### src/rtl/pipeline_types_pkg.sv
// Shared pipeline types for the memory access stage: access widths, FSM states,
// byte-enable patterns and alignment helpers.
package pipeline_types_pkg;

  typedef enum logic [1:0] {
    MemByte    = 2'd0,
    MemHalf    = 2'd1,
    MemWord    = 2'd2,
    MemWordAlt = 2'd3
  } mem_access_width_e;

  typedef enum logic {
    StIdle   = 1'b0,
    StAccess = 1'b1
  } mem_stage_state_e;

  localparam logic [3:0] BeByte = 4'b0001;
  localparam logic [3:0] BeHalf = 4'b0011;
  localparam logic [3:0] BeWord = 4'b1111;

  // Encoding 3 behaves exactly like a word access.
  function automatic mem_access_width_e norm_width(input logic [1:0] width);
    return (width == 2'd3) ? MemWord : mem_access_width_e'(width);
  endfunction

  function automatic logic is_misaligned(input mem_access_width_e width,
                                         input logic [1:0] offset);
    case (width)
      MemByte: return 1'b0;
      MemHalf: return offset[0];
      default: return offset != 2'b00;
    endcase
  endfunction

endpackage

### src/rtl/load_aligner.sv
// Selects the addressed byte/half lane of a load word and sign- or zero-extends it.
module load_aligner
  import pipeline_types_pkg::*;
(
  input  logic [31:0]       rdata,
  input  logic [1:0]        offset,
  input  mem_access_width_e width,
  input  logic              is_unsigned,
  output logic [31:0]       data
);

  logic [15:0] lane;

  always_comb begin
    lane = 16'(rdata >> {offset, 3'b000});
    case (width)
      MemByte: data = {{24{~is_unsigned & lane[7]}}, lane[7:0]};
      MemHalf: data = {{16{~is_unsigned & lane[15]}}, lane[15:0]};
      default: data = rdata;
    endcase
  end

endmodule

### src/rtl/memory_access_stage.sv
// Pipeline memory stage: issues aligned data-memory requests, waits for ack with a
// timeout, and produces a registered writeback result with error pulses.
module memory_access_stage
  import pipeline_types_pkg::*;
#(
  parameter int unsigned TIMEOUT = 64
) (
  input  logic        clk,
  input  logic        rst,
  input  logic        in_valid,
  input  logic [31:0] in_alu_result,
  input  logic [31:0] in_wdata,
  input  logic [1:0]  in_width,
  input  logic        in_is_load,
  input  logic        in_is_store,
  input  logic        in_is_load_unsigned,
  input  logic        in_rd_we,
  input  logic [4:0]  in_rd_addr,
  output logic        stall_req,
  output logic        dmem_req,
  output logic        dmem_we,
  output logic [31:0] dmem_addr,
  output logic [3:0]  dmem_be,
  output logic [31:0] dmem_wdata,
  input  logic        dmem_ack,
  input  logic [31:0] dmem_rdata,
  output logic        wb_valid,
  output logic        wb_rd_we,
  output logic [31:0] wb_data,
  output logic [4:0]  wb_rd_addr,
  output logic        misalign_err,
  output logic        bus_err
);

  localparam int unsigned CntW = $clog2(TIMEOUT + 1);
  localparam logic [CntW-1:0] CntLast = CntW'(TIMEOUT - 1);

  mem_stage_state_e  state_q, state_d;
  logic [CntW-1:0]   cnt_q, cnt_d;

  logic              req_q, req_d;
  logic              we_q, we_d;
  logic [31:0]       addr_q, addr_d;
  logic [3:0]        be_q, be_d;
  logic [31:0]       wdata_q, wdata_d;

  // Operation latched at request time; upstream may hold or change its inputs afterwards.
  mem_access_width_e op_width_q, op_width_d;
  logic [1:0]        op_offset_q, op_offset_d;
  logic              op_unsigned_q, op_unsigned_d;
  logic              op_store_q, op_store_d;
  logic              op_rd_we_q, op_rd_we_d;
  logic [4:0]        op_rd_addr_q, op_rd_addr_d;

  logic              wb_valid_q, wb_valid_d;
  logic              wb_rd_we_q, wb_rd_we_d;
  logic [31:0]       wb_data_q, wb_data_d;
  logic [4:0]        wb_rd_addr_q, wb_rd_addr_d;
  logic              mis_q, mis_d;
  logic              berr_q, berr_d;

  mem_access_width_e in_width_n;
  logic [1:0]        in_offset;
  logic              in_is_mem;
  logic [3:0]        be_calc;
  logic [31:0]       wdata_calc;
  logic [31:0]       load_data;

  load_aligner u_load_aligner (
    .rdata       (dmem_rdata),
    .offset      (op_offset_q),
    .width       (op_width_q),
    .is_unsigned (op_unsigned_q),
    .data        (load_data)
  );

  always_comb begin
    in_width_n = norm_width(in_width);
    in_offset  = in_alu_result[1:0];
    in_is_mem  = in_is_load | in_is_store;
    case (in_width_n)
      MemByte: begin
        be_calc    = BeByte << in_offset;
        wdata_calc = {4{in_wdata[7:0]}};
      end
      MemHalf: begin
        be_calc    = BeHalf << in_offset;
        wdata_calc = {2{in_wdata[15:0]}};
      end
      default: begin
        be_calc    = BeWord;
        wdata_calc = in_wdata;
      end
    endcase
  end

  always_comb begin
    state_d       = state_q;
    cnt_d         = cnt_q;
    req_d         = req_q;
    we_d          = we_q;
    addr_d        = addr_q;
    be_d          = be_q;
    wdata_d       = wdata_q;
    op_width_d    = op_width_q;
    op_offset_d   = op_offset_q;
    op_unsigned_d = op_unsigned_q;
    op_store_d    = op_store_q;
    op_rd_we_d    = op_rd_we_q;
    op_rd_addr_d  = op_rd_addr_q;
    wb_valid_d    = 1'b0;
    wb_rd_we_d    = 1'b0;
    wb_data_d     = wb_data_q;
    wb_rd_addr_d  = wb_rd_addr_q;
    mis_d         = 1'b0;
    berr_d        = 1'b0;
    stall_req     = 1'b0;

    case (state_q)
      StIdle: begin
        if (in_valid) begin
          if (!in_is_mem) begin
            wb_valid_d   = 1'b1;
            wb_rd_we_d   = in_rd_we;
            wb_data_d    = in_alu_result;
            wb_rd_addr_d = in_rd_addr;
          end else if (is_misaligned(in_width_n, in_offset)) begin
            wb_valid_d   = 1'b1;
            mis_d        = 1'b1;
            wb_rd_addr_d = in_rd_addr;
          end else begin
            stall_req     = 1'b1;
            state_d       = StAccess;
            cnt_d         = '0;
            req_d         = 1'b1;
            we_d          = in_is_store;
            addr_d        = {in_alu_result[31:2], 2'b00};
            be_d          = be_calc;
            wdata_d       = wdata_calc;
            op_width_d    = in_width_n;
            op_offset_d   = in_offset;
            op_unsigned_d = in_is_load_unsigned;
            op_store_d    = in_is_store;
            op_rd_we_d    = in_rd_we;
            op_rd_addr_d  = in_rd_addr;
          end
        end
      end
      StAccess: begin
        stall_req = ~dmem_ack;
        if (dmem_ack) begin
          state_d      = StIdle;
          cnt_d        = '0;
          req_d        = 1'b0;
          wb_valid_d   = 1'b1;
          wb_rd_addr_d = op_rd_addr_q;
          if (!op_store_q) begin
            wb_rd_we_d = op_rd_we_q;
            wb_data_d  = load_data;
          end
        end else if (cnt_q == CntLast) begin
          state_d      = StIdle;
          cnt_d        = '0;
          req_d        = 1'b0;
          berr_d       = 1'b1;
          wb_valid_d   = 1'b1;
          wb_rd_addr_d = op_rd_addr_q;
        end else begin
          cnt_d = cnt_q + 1'b1;
        end
      end
      default: state_d = StIdle;
    endcase
  end

  always_ff @(posedge clk or posedge rst) begin
    if (rst) begin
      state_q       <= StIdle;
      cnt_q         <= '0;
      req_q         <= 1'b0;
      we_q          <= 1'b0;
      addr_q        <= '0;
      be_q          <= '0;
      wdata_q       <= '0;
      op_width_q    <= MemByte;
      op_offset_q   <= '0;
      op_unsigned_q <= 1'b0;
      op_store_q    <= 1'b0;
      op_rd_we_q    <= 1'b0;
      op_rd_addr_q  <= '0;
      wb_valid_q    <= 1'b0;
      wb_rd_we_q    <= 1'b0;
      wb_data_q     <= '0;
      wb_rd_addr_q  <= '0;
      mis_q         <= 1'b0;
      berr_q        <= 1'b0;
    end else begin
      state_q       <= state_d;
      cnt_q         <= cnt_d;
      req_q         <= req_d;
      we_q          <= we_d;
      addr_q        <= addr_d;
      be_q          <= be_d;
      wdata_q       <= wdata_d;
      op_width_q    <= op_width_d;
      op_offset_q   <= op_offset_d;
      op_unsigned_q <= op_unsigned_d;
      op_store_q    <= op_store_d;
      op_rd_we_q    <= op_rd_we_d;
      op_rd_addr_q  <= op_rd_addr_d;
      wb_valid_q    <= wb_valid_d;
      wb_rd_we_q    <= wb_rd_we_d;
      wb_data_q     <= wb_data_d;
      wb_rd_addr_q  <= wb_rd_addr_d;
      mis_q         <= mis_d;
      berr_q        <= berr_d;
    end
  end

  assign dmem_req     = req_q;
  assign dmem_we      = we_q;
  assign dmem_addr    = addr_q;
  assign dmem_be      = be_q;
  assign dmem_wdata   = wdata_q;
  assign wb_valid     = wb_valid_q;
  assign wb_rd_we     = wb_rd_we_q;
  assign wb_data      = wb_data_q;
  assign wb_rd_addr   = wb_rd_addr_q;
  assign misalign_err = mis_q;
  assign bus_err      = berr_q;

endmodule

### config.mk
export PLATFORM = sky130hd
export DESIGN_NAME = memory_access_stage
export DESIGN_NICKNAME = d
export VERILOG_FILES = /design/src/rtl/pipeline_types_pkg.sv /design/src/rtl/load_aligner.sv /design/src/rtl/memory_access_stage.sv
export SDC_FILE = /design/constraint.sdc
export NUM_CORES = 1
export LEC_CHECK = 0
export CORE_MARGIN = 4
export CORE_UTILIZATION = 42
export CTS_BUF_LIST = sky130_fd_sc_hd__clkbuf_8
export CTS_CLUSTER_SIZE = 40
export DETAILED_ROUTE_END_ITERATION = 8
export PLACE_DENSITY_LB_ADDON = 0.12
export SYNTH_ARGS = -nofsm -noshare
export SYNTH_HDL_FRONTEND = slang
export SYNTH_SLANG_ARGS = --single-unit
export TNS_END_PERCENT = 10
### constraint.sdc
create_clock -name clk -period 4.5 [get_ports clk]
set_input_delay 0.9 -clock clk [delete_from_list [all_inputs] [get_ports clk]]
set_output_delay 0.9 -clock clk [all_outputs]
set_load 0.1 [all_outputs]
Yosys cells after proc, flatten, opt, wreduce, memory -nomap -nowiden:

Cells that the tools add are included.
Widths: inputs -> output; s select.

* flip-flop bits (word level): 128
* latch bits: 0
* bits in writable memories: 0
* bits in read-only memories: 0
* bits of input ports: 111
* output and inout bits: 112
* word-level logic and storage cells: 103
* memories kept: 0

* $add $sub $neg: 1
* multiply operators: 0
* divide/modulo/power cells: 0
* $lt $le $gt $ge: 0
* equal/unequal tests: 12
* shifts and indexed selects: 3
* multiplexer cells: 54
* bitwise operators: 7
* reductions and logical operators: 8

Operators with widths (number)
* $pmux 32 s2: 3
* $mux 32: 4
* $mux 7: 5
* $shr 32x5->16: 1
* $mux 1: 27
* $mux 5: 5
* $pmux 7 s2: 1
* $ne 2x2->1 const B: 6
* $pmux 1 s2: 6
* $reduce_and 4->1: 3
* $pmux 5 s2: 1
* $pmux 4 s2: 1
* $add 7x1->7 const B: 1
* $eq 7x6->1 const B: 1
* $reduce_and 3->1: 2
* $eq 2x1->1 const B: 2
* $logic_not 2->1: 2
* $not 1->1: 4
* $shl 1x2->4 const A: 1
* $shl 2x2->4 const A: 1
* $ne 3x2->1 const B: 1
* $ne 3x3->1 const B: 1
* $and 1x1->1: 2
* $eq 2x2->1 const B: 1
* 3 further kinds: 3

Logic depth before layout (Yosys ltp):

* depth in word-level cells: 11
* mapped depth: 7
* mapped depth without buffers: 5

Modules after synthesis:

Synthesis repeated with hierarchy kept, for this count alone.

* cell total of the unflattened synthesis: 591
* area total of the unflattened synthesis: 6580.1 um2

Modules (own cells, without submodules)
* memory_access_stage: times used 1, cells each 478, area each 5839.4 um2, sequential area each 3203.1 um2
* load_aligner: times used 1, cells each 113, area each 740.7 um2, sequential area each 0.0 um2

Worst setup path before layout:

Ideal clock, no wire load.

* path type: input to output
* start: in in_alu_result[0]
* end: out stall_req
* arrival time: 2.485 ns
* data required time: 3.600 ns
* slack: 1.115 ns
* stages: 6
* path buffers: 3
* cells stage by stage: clkbuf_1 o21ai_0 nand3_1 buf_2 buf_2 nand2_1

* cells in the longest elaborated chain, start to end: 9

RTL lines
* from (decl): line memory_access_stage.sv:11 `input logic [31:0] in_alu_result,`
* $reduce_bool 2->1: line pipeline_types_pkg.sv:31 `default: return offset != 2'b00;`
* $pmux 1 s2 *: line pipeline_types_pkg.sv:28 `case (width)`
* $mux 1 *: line memory_access_stage.sv:122 `if (!in_is_mem) begin`
* $mux 1 *: line memory_access_stage.sv:121 `if (in_valid) begin`
* $mux 1 *: line memory_access_stage.sv:119 `case (state_q)`
* $mux 1 *: line memory_access_stage.sv:127 `end else if (is_misaligned(in_width_n, in_offset)) begin`
* $mux 1 *: line memory_access_stage.sv:122
* $mux 1 *: line memory_access_stage.sv:121
* $pmux 1 s2 *: line memory_access_stage.sv:119
* to (decl): line memory_access_stage.sv:19 `output logic stall_req,`

Mark *: on every way between the ends. The rest lies on a longest branch, timed or not. The select of a mux whose other input is x is not followed.

Worst setup path after layout:

Ends and elaborated chain as after synthesis.

==> summary.txt <==
Status
  • Outcome: finished clean

Worst setup path
  • Worst Path Required: 3.60 ns
  • CP endpoint kind: primary output
  • WS Path Type: input port to primary output
  • Crit path DAT: 2.45 ns
  • Worst setup SP type: input port
  • Worst-path maximum fanout: 9

Min path
  • HP Class: register to register

Layout
  • Fillcell total: 1198
  • Inserted Diodes: 0
  • P&R area growth vs syn: 44.4%
  • Final Non-Filler Cells: 981
  • Share of cells above drive strength 1: 15.3%
  • Final-stage net count: 896

Die
  • Die area: around 17000 um2
  • Row count: 44
  • Die H: roughly 130 um
  • Initial core utilization: 43.0%
  • Io pins: ~220
  • Core footprint: 14600 um2
  • Die W: 130 um

Drt
  • Via density: about 5.4
  • Drt total wl: 18500 um
  • First-pass detailed-route iteration total: 7
  • DR DRC count: 0
  • Via count: ~5300
  • ANT nets after route: 0
  • Wire per inst: around 19 um
  • DR iter-0 viols: 375

Clock tree
  • Clk root buf: clkbuf_8
  • Cts bufs inserted: 17
  • Worst-Skew Late Latency: 0.46 ns
  • CTS tree: yes
  • Clock Sinks: 128
  • Setup bufs post-CTS: 0
  • Cts hold-fix bufs: 0
  • Post-cts sizing count: 0
  • Clock transition at the registers of the reported paths: 0.07 ns
  • CTS max path bufs: 2
  • H-tree levels: 4

STA
  • Crit path time final: approximately 3.3 ns
  • Setup-failing EPs final: 0
  • Max Freq: 299 MHz
  • Setup Skew: 0.0145 ns
  • TNS Setup: 0 ns
  • Slew headroom: 22.4%
  • Worst-Margin Slew: approximately 1.2 ns
  • RSZ-0062 raised after global routing: false
  • Final worst-path cycle share: 74.4%
  • Fin. Hold Viols: 0
  • Slew Viols, Final: 0

Synth
  • Syn Inst Count: 577
  • Area leader, netlist: dfrtp_1
  • Top post-synthesis cells by area: dfrtp_1, mux2_2, mux2i_1
  • Post-Synth XOR/XNOR Area: 0.140%
  • Adder-Cell Fraction of Synth Area: less than 1%
  • Post-synthesis mux area share: 16.4%
  • Post-synth EDFFs: 0
  • Mean Syn Cell Area: 10.9 um2
  • Distinct cells, synth: 49
  • Sequential share of the synthesized area: 51.1%
  • Largest family of logic cells by synthesized area: compound AO/OA/AOI/OAI gates
  • Synth Area in Compound Gates: around 16%
  • Simple-Gate Fraction of Synth Area: 11.6%
  • Post-synth top area share: about half
  • Fraction of registers with async set/reset: 100%
  • Synthesized cell area: about 6300 um2
  • Top_reg_cell synth: dfrtp_1
  • FF+latch count, synth: 128
  • Yosys Warn Count: 0

Power
  • VDD IR max: 0.000332 V
  • Power Total: 6700 uW
  • Pwr dens: ~740 nW/um2
  • P_leak: 0.00378 uW

Global route
  • Initial antenna violation count: 0
  • First-pass GRT wire length: 28900 um
  • Largest net degree at the start of global routing: 111
  • Gr ovfl total: 0
  • Vias in the first global route: between 5000 and 6000
  • Total Routing Usage GR: 22.1%

Placement
  • DPL Wire Length: about 13000 um
  • Placer Congestion: between 0.8 and 0.9
  • Port Buf Inserts: 220
  • Placed insts: around 950

Flow run
  • Max Cap Viol: 0
==> stage by stage <==
| stage | utilization, % | cell area [um2] | worst slack [ns] | hold WS, ns |
|---|---|---|---|---|
| global placement | 58.8 | 8580 | 1.07 | 0.460 |
| finish | 62.0 | 9050 | 1.15 | 0.481 |
| CTS | 62.0 | 9050 | 1.14 | 0.485 |
| floorplan | - | 6270 | 0.187 | 0.472 |
| detailed placement | 58.8 | 8580 | 1.02 | 0.469 |
| global route | 62.0 | 9050 | 1.03 | 0.502 |
==> cells in the mapped netlist (7+ instances only) <==
| cell | number |
|---|---|
| nor2_1 | 77 |
| nor2b_1 | 13 |
| mux2_2 | 61 |
| a221oi_1 | 14 |
| clkbuf_1 | 15 |
| o21ai_0 | 36 |
| buf_2 | 17 |
| dfrtp_1 | 128 |
| a221oi_2 | 10 |
| a22o_1 | 7 |
| a21oi_1 | 26 |
| nand2_1 | 57 |
| mux2i_1 | 34 |
| a222oi_1 | 7 |
==> cell families (layout without fill, tap and decap cells) <==
group                    after synthesis  after routing
AND/OR/NAND/NOR                      169            169
AO/OA/AOI/OAI                        134            134
flip-flops                           128            128
multiplexers                          95             95
buffers and inverters                 48            267
adder cells (fa/ha/maj)                1              1
other                                  1              2
XOR/XNOR                               1              1
==> sequential cells by signal (all words and copies together) (netlist names), 2 cells and up <==
signal and flops:
op_rd_addr_q 5, cnt_q 7, dmem_wdata 32, dmem_be 4
op_width_q 2, dmem_addr 30, op_offset_q 2, wb_rd_addr 5
wb_data 32
==> worst paths after layout <==
check                                  from             end  slack [ns]  depth (start not counted)
min in group asynchronous               rst   dmem_addr[10]        0.97                          2
max in group asynchronous               rst      wb_data[3]        2.66                          3
hold reg to reg              dmem_wdata[25]  dmem_wdata[25]        0.48                          2
setup reg to reg                    state_q     wb_data[19]        1.88                          5
setup / recovery           in_alu_result[0]       stall_req        1.15                          5
hold / removal               dmem_wdata[25]  dmem_wdata[25]        0.48                          2
==> worst max-delay path, stage by stage <==
cell and delay [ns]:
clkdlybuf4s50_1 0.60, o21ai_0 0.50, nand3_4 0.11, nand2_1 0.14
buf_12 0.19
==> power by group <==
| part | internal, uW | switching [uW] | total, uW | leakage (uW) |
|---|---|---|---|---|
| Combinational | 951 | 2890 | 3840 | 0.00200 |
| Clock | 714 | 460 | 1170 | 0.000239 |
| Sequential | 1490 | 200 | 1680 | 0.00154 |
==> layer usage <==
layer  track usage [%]  part of all wire, %  vias up  routed length (um)
li1                  -                    -     2479                   -
met1              26.1                   39     2623                7280
met2              37.7                   50      196                9270
met3              7.57                  9.4       19                1740
met4              7.21                  1.4        0                 255
met5                 0                    0        -                   0
==> area by class of cell <==
cell class	instances	area (um2)	share of cell area, %
timing repair buffer	229	2290	25.3
tap	184	230	2.54
inverter	6	25.0	0.277
sequential	128	3200	35.4
multi-input combinational	402	2830	31.2
clock buffer	21	289	3.19
clock inverter	11	184	2.03
==> cell usage in the layout (no fill, tap or decap), types with 2 or more instances in the layout <==
cell type | Yosys | final
or3_1 | 3 | 3
nand2b_1 | 5 | 5
mux2i_1 | 34 | 34
o211ai_1 | 6 | 6
inv_1 | 6 | 6
clkdlybuf4s50_1 | 0 | 219
o22a_1 | 6 | 6
a31oi_1 | 3 | 3
nand3_1 | 5 | 4
nor2_1 | 77 | 77
clkbuf_8 | 0 | 21
a221oi_1 | 14 | 14
nand3b_1 | 2 | 2
a221oi_2 | 10 | 10
conb_1 | 1 | 2
clkinv_2 | 0 | 3
bufinv_16 | 0 | 5
a21oi_1 | 26 | 26
a22o_1 | 7 | 7
nand2_1 | 57 | 57
a222oi_1 | 7 | 7
mux2_2 | 61 | 61
clkinvlp_4 | 0 | 2
nor2b_1 | 13 | 13
o21ai_0 | 36 | 36
a32o_1 | 2 | 2
dfrtp_1 | 128 | 128
buf_4 | 2 | 8
buf_12 | 0 | 2
a21boi_0 | 5 | 5
Note: power is estimated with default switching activity, not from simulation.
